**src/rtl/stream_framer.sv**
```systemverilog
// rtl/stream_framer.sv - marks a raw pixel stream with sop/eop/sof/eof and counts frames
// Optional STREAM_FRAMER_RESYNC_EN: a frame_start_i pulse mid-frame restarts the frame at pixel (0,0).
module stream_framer #(
  parameter int DATA_WIDTH = 8,
  parameter int IMG_WIDTH  = 320,
  parameter int IMG_HEIGHT = 240,
  parameter int FCNT_WIDTH = 16
) (
  input  logic                  clk,
  input  logic                  reset,
  input  logic [DATA_WIDTH-1:0] data_i,
  input  logic                  valid_i,
  input  logic                  frame_start_i,
  output logic [DATA_WIDTH-1:0] data_o,
  output logic                  data_valid_o,
  output logic                  sop_o,
  output logic                  eop_o,
  output logic                  sof_o,
  output logic                  eof_o,
  output logic                  busy_o,
  output logic                  err_o,
  output logic [FCNT_WIDTH-1:0] frame_cnt_o
);

  localparam int COL_W = $clog2(IMG_WIDTH);
  localparam int ROW_W = $clog2(IMG_HEIGHT);
  localparam logic [COL_W-1:0] COL_LAST = COL_W'(IMG_WIDTH - 1);
  localparam logic [ROW_W-1:0] ROW_LAST = ROW_W'(IMG_HEIGHT - 1);

  typedef enum logic [1:0] {S_IDLE, S_ARMED, S_ACTIVE} state_t;

  state_t                state_q, state_d;
  logic [COL_W-1:0]      col_q, col_d;
  logic [ROW_W-1:0]      row_q, row_d;
  logic [FCNT_WIDTH-1:0] fcnt_q, fcnt_d;
  logic                  err_q, err_d;
  logic [DATA_WIDTH-1:0] data_q, data_d;
  logic                  dv_q, dv_d;
  logic                  sop_q, sop_d;
  logic                  eop_q, eop_d;
  logic                  sof_q, sof_d;
  logic                  eof_q, eof_d;
  logic                  busy_q, busy_d;

  // pos_* is the coordinate the current beat is emitted at; starts and resyncs force (0,0)
  logic                  fire;
  logic                  last_px;
  logic [COL_W-1:0]      pos_col;
  logic [ROW_W-1:0]      pos_row;

  always_comb begin
    state_d = state_q;
    col_d   = col_q;
    row_d   = row_q;
    fcnt_d  = fcnt_q;
    err_d   = err_q;
    data_d  = data_q;
    dv_d    = 1'b0;
    sop_d   = 1'b0;
    eop_d   = 1'b0;
    sof_d   = 1'b0;
    eof_d   = 1'b0;
    fire    = 1'b0;
    pos_col = col_q;
    pos_row = row_q;
    last_px = 1'b0;

    case (state_q)
      S_IDLE: begin
        if (frame_start_i) begin
          if (valid_i) begin
            fire    = 1'b1;
            pos_col = '0;
            pos_row = '0;
          end else begin
            state_d = S_ARMED;
          end
        end
      end
      S_ARMED: begin
        if (valid_i) begin
          fire    = 1'b1;
          pos_col = '0;
          pos_row = '0;
        end
      end
      S_ACTIVE: begin
        if (frame_start_i && !(valid_i && row_q == ROW_LAST && col_q == COL_LAST)) begin
          err_d = 1'b1;
`ifdef STREAM_FRAMER_RESYNC_EN
          pos_col = '0;
          pos_row = '0;
          col_d   = '0;
          row_d   = '0;
          if (!valid_i) state_d = S_ARMED;
`endif
        end
        fire = valid_i;
      end
      default: state_d = S_IDLE;
    endcase

    if (fire) begin
      last_px = (pos_row == ROW_LAST) && (pos_col == COL_LAST);
      dv_d    = 1'b1;
      data_d  = data_i;
      sop_d   = (pos_col == '0);
      eop_d   = (pos_col == COL_LAST);
      sof_d   = (pos_col == '0) && (pos_row == '0);
      eof_d   = last_px;
      if (last_px) begin
        col_d   = '0;
        row_d   = '0;
        fcnt_d  = fcnt_q + FCNT_WIDTH'(1);
        state_d = frame_start_i ? S_ARMED : S_IDLE;
      end else begin
        state_d = S_ACTIVE;
        if (pos_col == COL_LAST) begin
          col_d = '0;
          row_d = pos_row + ROW_W'(1);
        end else begin
          col_d = pos_col + COL_W'(1);
          row_d = pos_row;
        end
      end
    end

    busy_d = (state_d != S_IDLE);
  end

  always_ff @(posedge clk) begin
    if (reset) begin
      state_q <= S_IDLE;
      col_q   <= '0;
      row_q   <= '0;
      fcnt_q  <= '0;
      err_q   <= 1'b0;
      data_q  <= '0;
      dv_q    <= 1'b0;
      sop_q   <= 1'b0;
      eop_q   <= 1'b0;
      sof_q   <= 1'b0;
      eof_q   <= 1'b0;
      busy_q  <= 1'b0;
    end else begin
      state_q <= state_d;
      col_q   <= col_d;
      row_q   <= row_d;
      fcnt_q  <= fcnt_d;
      err_q   <= err_d;
      data_q  <= data_d;
      dv_q    <= dv_d;
      sop_q   <= sop_d;
      eop_q   <= eop_d;
      sof_q   <= sof_d;
      eof_q   <= eof_d;
      busy_q  <= busy_d;
    end
  end

  assign data_o       = data_q;
  assign data_valid_o = dv_q;
  assign sop_o        = sop_q;
  assign eop_o        = eop_q;
  assign sof_o        = sof_q;
  assign eof_o        = eof_q;
  assign busy_o       = busy_q;
  assign err_o        = err_q;
  assign frame_cnt_o  = fcnt_q;

endmodule

```
**config.mk**
```make
export PLATFORM = sky130hd
export DESIGN_NAME = stream_framer
export DESIGN_NICKNAME = d
export VERILOG_FILES = /design/src/rtl/stream_framer.sv
export SDC_FILE = /design/constraint.sdc
export NUM_CORES = 1
export LEC_CHECK = 0
export CAP_MARGIN = 20
export CORE_MARGIN = 5
export CORE_UTILIZATION = 23
export DETAILED_ROUTE_END_ITERATION = 6
export GPL_ROUTABILITY_DRIVEN = 1
export HOLD_SLACK_MARGIN = 0.05
export PLACE_DENSITY_LB_ADDON = 0.08
export SLEW_MARGIN = 40
export SYNTH_ARGS = -nofsm -noshare
export SYNTH_HDL_FRONTEND = slang
export SYNTH_SLANG_ARGS = --single-unit
export TNS_END_PERCENT = 1
```
**constraint.sdc**
```tcl
create_clock -name clk -period 3.7 [get_ports clk]
set_input_delay 0.74 -clock clk [delete_from_list [all_inputs] [get_ports clk]]
set_output_delay 0.74 -clock clk [all_outputs]
set_load 0.02 [all_outputs]
```
==> results.tsv, run 1 <==
stage	metric	value	unit
status	status	finished, final reports clean	
placed_design	place_inst	495	
setup_path	worstSetupPathDepth	10	
cts	root_buffer	clkbuf_8	
hold_path	hold_path_class	register to register	
pwr	combPwrFrac	15.6	%
final_layout	final_nets	383	
setup_path	arrival	3.41	ns
setup_path	critical_path.cell_chain	clkdlybuf4s50_1 > mux2_2 > nand2_1 > and2_1 > ha_1 > nand4_1 > or4_1 > nor3_4 > mux2i_1 > nor2_1	
logic_synthesis	ys_ff_latch	50	
pwr	p_leak	1.118	nW
hold_path	whs_endpoint	data_o[0]	
sta	min_period	3.211	ns
hold_path	hold_depth	2	
sta	fin_crit_sh	86.79	%
setup_path	crit_path_max_incr_delay	0.65	ns
pwr	swShare	27.59	%
placed_design	gp_congestion	0.7664	
pwr	finalPower	1.100	mW
route	drt_iter0_markers	92	
pwr	peakVddDrop	0.0001355	V
final_layout	drive_gt1_share	10.19	%
final_layout	area_growth	28.40	%
pwr	p_switching	0.3035	mW
sta	finClkSkew	0.006657	ns
setup_path	required	3.90	ns
final_layout	layout_common_cells	dfxtp_1 (50), a21oi_1 (41), clkdlybuf4s50_1 (41)	
global_route	antenna_found_initial	0	
route	routed_via_density	4.875	
final_layout	fillers	1164	
final_layout	multi_input_area	1444	um^2
sta	max_slew_margin	51.99	%
floorplan	dieWidth	115.5	um
cts	clkTransAtPathRegs	0.10	ns
floorplan	start_util	23.51	%
setup_path	timing.critical_path.from_type	input pin	
floorplan	dieHeight	115.5	um
setup_path	r2r_slack	0.61	ns
cts	cts_hold_buf	0	
route	wl	7.558	mm
route	ant_nets	0	
floorplan	fp.dieArea	13340	um^2
logic_synthesis	synthesis.nets	337	
cts	clkLatencyLatePin	0.30	ns
setup_path	crit_path_top_delay_cell	or4_1	
floorplan	core	10890	um^2
route	dr.pass1.iters	6	
sta	timing.fmax	311.4	MHz
floorplan	num_rows	38	
cts	post_cts_buffers	0	
route	vias	2452	
logic_synthesis	syn_inst	316	
sta	final_max_slew_viol_count	0	
route	drc	0	
logic_synthesis	ys_seq_area_share	39.10	%
setup_path	worstPathBufferInverterCount	1	
pwr	power_frac_clock	33.0	%
pwr	p_seq_share	51.4	%
placed_design	numPortBuffers	42	
sta	rsz0062_at_grt	no	
sta	setup_tns	0	ns
hold_path	hold_path.startpoint	data_o[0]	
cts	clockBufferDepth	2	
setup_path	timing.rr.end	frame_cnt_o[1]	
floorplan	io_pins	43	
placed_design	place_ws	0.1290	ns
placed_design	placedInstanceArea	3182	um^2
cts	cts_buffers	5	
setup_path	rr_worst_depth	11	
global_route	grt_usage	11.75	%
final_layout	post-route-util	30.19	%
sta	whs	0.4613	ns
final_layout	mostFrequentLayoutCell	dfxtp_1	
global_route	grt_pass1_vias	2470	
logic_synthesis	syn_area_per_cell	8.101	um^2
setup_path	cp-end-kind	register	
pwr	power_density	334.7	nW/um^2
final_layout	final_area	3287	um^2
sta	setup_viol	0	
setup_path	crit_type	input pin to register	
setup_path	path_delay_family	simple AND/OR/NAND/NOR gates	
setup_path	path_max_fanout	9	
placed_design	hpwlAfterDp	5.307	mm
final_layout	stdcell_count	503	
pwr	p_int	0.7966	mW
route	avgRoutedWirePerCell	15.03	um
flow_run	maxCapViolCount	0	
logic_synthesis	yosysWarnings	0	
global_route	grt_max_degree	26	
final_layout	num_antenna_cells	0	
cts	cts_resized	0	
global_route	grt_overflow	0	
logic_synthesis	syn_area	2560	um^2
cts	htreeDepth	2	
global_route	grt_pass1_wl	12.51	mm
setup_path	timing.rr.start	state_q[0]	
cts	cts_sinks	50	
sta	hold_violations	0	
cts	cts_tree	built	
logic_synthesis	ys_types	47	
sta	fin_ws	0.4889	ns
final_layout	regArea	1001	um^2
sta	tightest_slew	0.7202	ns
==> cells by family after synthesis <==
family | share of synthesized area (%)
AO/OA/AOI/OAI | 18.48
AND/OR/NAND/NOR | 31.33
adder cells (fa/ha/maj) | 4.399
XOR/XNOR | 1.368
flip-flops | 39.10
buffers and inverters | 4.497
multiplexers | 0.8309
==> tightest hold or removal path, stage by stage, from the launching register on <==
cell     delay, ns
dfxtp_1       0.32
nand2_1       0.05
a21oi_1       0.05
==> power groups by stage <==
| stage | sequential [mW] | combinational, mW | clock [mW] |
|---|---|---|---|
| after floorplan | 0.592 | 0.0800 | 0 |
| after global placement | 0.578 | 0.177 | 0 |
| after detailed placement | 0.578 | 0.175 | 0 |
| after CTS | 0.565 | 0.175 | 0.383 |
| after global routing | 0.568 | 0.189 | 0.410 |
| final | 0.565 | 0.172 | 0.363 |
==> cell usage after synthesis, drive strengths merged <==
cell type | number | share of area [%]
xnor2 | 4 | 1.4
a311oi | 2 | 0.68
a31oi | 4 | 0.98
and2 | 4 | 0.98
o41ai | 1 | 0.34
ha | 9 | 4.4
o31a | 1 | 0.34
nor4 | 4 | 1.7
o21ai | 17 | 3.3
nand4 | 6 | 1.7
buf | 4 | 1.1
o311ai | 1 | 0.34
mux2i | 1 | 0.39
or4 | 14 | 4.1
inv | 9 | 1.3
nand3 | 18 | 3.5
nand2 | 39 | 5.8
or3b | 2 | 0.78
nand3b | 1 | 0.29
and3 | 8 | 2.0
nand2b | 2 | 0.49
nor4b | 2 | 0.68
o211ai | 2 | 0.59
nor2 | 21 | 3.3
o22ai | 1 | 0.24
o31ai | 9 | 2.6
nand4b | 3 | 1.0
clkbuf | 14 | 2.1
mux2 | 1 | 0.44
a21o | 1 | 0.29
nor3 | 8 | 2.4
o211a | 1 | 0.39
or2 | 2 | 0.49
a211oi | 1 | 0.29
nor3b | 2 | 0.59
dfxtp | 50 | 39
or3 | 4 | 0.98
a21oi | 41 | 8.0
nor2b | 2 | 0.49
==> sequential cells by signal, indices dropped and copies added, names as in the netlist <==
name / flops
sof_o: 1
col_q: 9
eop_o: 1
row_q: 8
err_o: 1
frame_cnt_o: 16
sop_o: 1
eof_o: 1
data_o: 8
data_valid_o: 1
busy_o: 1
state_q: 2
==> per-layer routing <==
metal	share of wire (%)	track usage (%)	wire length, um
met1	50	15.94	3744
met3	2.9	2.402	221
met5	0	0	0
met4	1.8	3.443	136
met2	46	18.90	3456
==> worst max path at each step <==
stage	from	to	slack (ns)
detailed placement	frame_start_i	frame_cnt_o[1]	0.13
global placement	frame_start_i	frame_cnt_o[1]	0.18
floorplan	frame_start_i	frame_cnt_o[1]	0.69
finish	frame_start_i	frame_cnt_o[1]	0.49
global route	frame_start_i	row_q[0]	0.26
CTS	frame_start_i	frame_cnt_o[1]	0.46
==> cell type report <==
class	count	area share [%]
multi-input combinational	239	43.93
sequential	50	30.45
timing repair buffer	57	16.06
tap	140	5.329
clock buffer	7	2.931
inverter	9	1.028
clock inverter	1	0.2665
Note: power is estimated with default switching activity, not from simulation.
==> run 2, diff against run 1 <==
PLACE_DENSITY = 0.49   (was not set)
PLACE_DENSITY_LB_ADDON = not set   (was 0.08)
==> run 2 against run 1 <==
Setup slack got worse by 0.12 ns. Register-to-register slack got worse by 0.11 ns. Final area did not move. Largest power group unchanged. Highest routed layer unchanged.
==> results.tsv, run 2 (synthesis results as in run 1) <==
stage	metric	value	unit
status	status	finished, final reports clean	
cts	cts_tree	built	
setup_path	crit_path_max_incr_delay	0.65	ns
global_route	grt_overflow	0	
setup_path	crit_path_top_delay_cell	or4_1	
cts	clkTransAtPathRegs	0.10	ns
route	drc	0	
global_route	grt_pass1_wl	11.74	mm
cts	cts_hold_buf	0	
route	routed_via_density	4.823	
placed_design	placedInstanceArea	3149	um^2
final_layout	largest_register_ffs	16	
cts	cts_buffers	5	
final_layout	layout_common_cells	dfxtp_1 (50), clkdlybuf4s50_1 (42), a21oi_1 (41)	
sta	timing.fmax	299.9	MHz
floorplan	num_rows	38	
cts	clockBufferDepth	2	
sta	max_slew_margin	50.82	%
global_route	grt_pass1_vias	2379	
placed_design	gp_congestion	0.8260	
pwr	peakVddDrop	0.0001415	V
final_layout	mostFrequentLayoutCell	dfxtp_1	
route	vias	2402	
flow_run	maxCapViolCount	0	
sta	final_max_slew_viol_count	0	
setup_path	crit_type	input pin to register	
final_layout	final_area	3287	um^2
sta	hold_violations	0	
placed_design	place_ws	0.04875	ns
placed_design	numPortBuffers	42	
cts	post_cts_buffers	0	
route	ant_nets	0	
floorplan	fp.dieArea	13340	um^2
sta	rsz0062_at_grt	no	
final_layout	num_antenna_cells	0	
final_layout	post-route-util	30.19	%
sta	finClkSkew	0.009027	ns
cts	cts_resized	0	
route	avgRoutedWirePerCell	13.89	um
cts	root_buffer	clkbuf_8	
cts	htreeDepth	2	
setup_path	critical_path.cell_chain	clkdlybuf4s50_1 > mux2_2 > nand2_1 > and2_1 > ha_1 > nand4_1 > or4_1 > nor3_4 > mux2i_1 > nor2_1	
setup_path	cp-end-kind	register	
global_route	grt_max_degree	30	
cts	cts_sinks	50	
sta	setup_viol	0	
sta	fin_ws	0.3657	ns
floorplan	start_util	23.51	%
floorplan	dieWidth	115.5	um
setup_path	path_max_fanout	9	
setup_path	required	3.90	ns
final_layout	final_nets	378	
pwr	power_density	366.6	nW/um^2
route	dr.pass1.iters	4	
hold_path	hold_path_class	register to register	
final_layout	area_growth	28.40	%
sta	fin_crit_sh	90.12	%
final_layout	stdcell_count	498	
route	drt_iter0_markers	154	
sta	min_period	3.334	ns
cts	clkLatencyLatePin	0.31	ns
pwr	p_leak	1.106	nW
setup_path	timing.critical_path.from_type	input pin	
final_layout	drive_gt1_share	8.939	%
sta	setup_tns	0	ns
floorplan	core	10890	um^2
global_route	antenna_found_initial	0	
sta	tightest_slew	0.7353	ns
placed_design	place_inst	490	
global_route	grt_usage	10.89	%
route	wl	6.916	mm
setup_path	arrival	3.53	ns
floorplan	io_pins	43	
placed_design	hpwlAfterDp	4.898	mm
final_layout	fillers	1153	
floorplan	dieHeight	115.5	um
## run 2: final cells by class
cell class | instances | area (um^2) | area share [%]
sequential | 50 | 1001 | 30.45
inverter | 9 | 33.78 | 1.028
timing repair buffer | 52 | 495.5 | 15.07
multi-input combinational | 239 | 1444 | 43.93
clock inverter | 3 | 68.82 | 2.094
clock buffer | 5 | 68.82 | 2.094
tap | 140 | 175.2 | 5.329
## run 2: path summary, 6_finish.rpt
kind	from	to	slack [ns]	depth (start not counted)
setup reg to reg	state_q[0]	frame_cnt_o[1]	0.50	11
hold reg to reg	data_o[1]	data_o[1]	0.46	2
setup / recovery	frame_start_i	frame_cnt_o[1]	0.37	10
hold / removal	data_o[1]	data_o[1]	0.46	2
## run 2: through the flow
step                hold slack [ns]  power (mW)
finish                       0.4595       1.205
detailed placement           0.4488      0.7491
CTS                          0.4639       1.225
floorplan                    0.4409      0.6722
global route                 0.4861       1.261
global placement             0.4414      0.7480
## run 2: critical path: cells and delay by family
kind,cells,cell delay [ns]
simple gates,6,1.57
mux,2,0.55
fa+ha+maj,1,0.23
buf+inv,1,0.43
## run 2: power by group
part,leakage [nW],switching (mW),internal (mW)
clock network,0.0683,0.200,0.271
registers,0.405,0.00972,0.555
logic,0.633,0.101,0.0678
## run 2: layer usage
layer	global-route usage [%]	vias up	wire, um
li1	-	1235	-
met1	14.39	1123	3332
met5	0	-	0
met3	2.141	5	258
met4	3.052	0	79
met2	18.13	39	3245
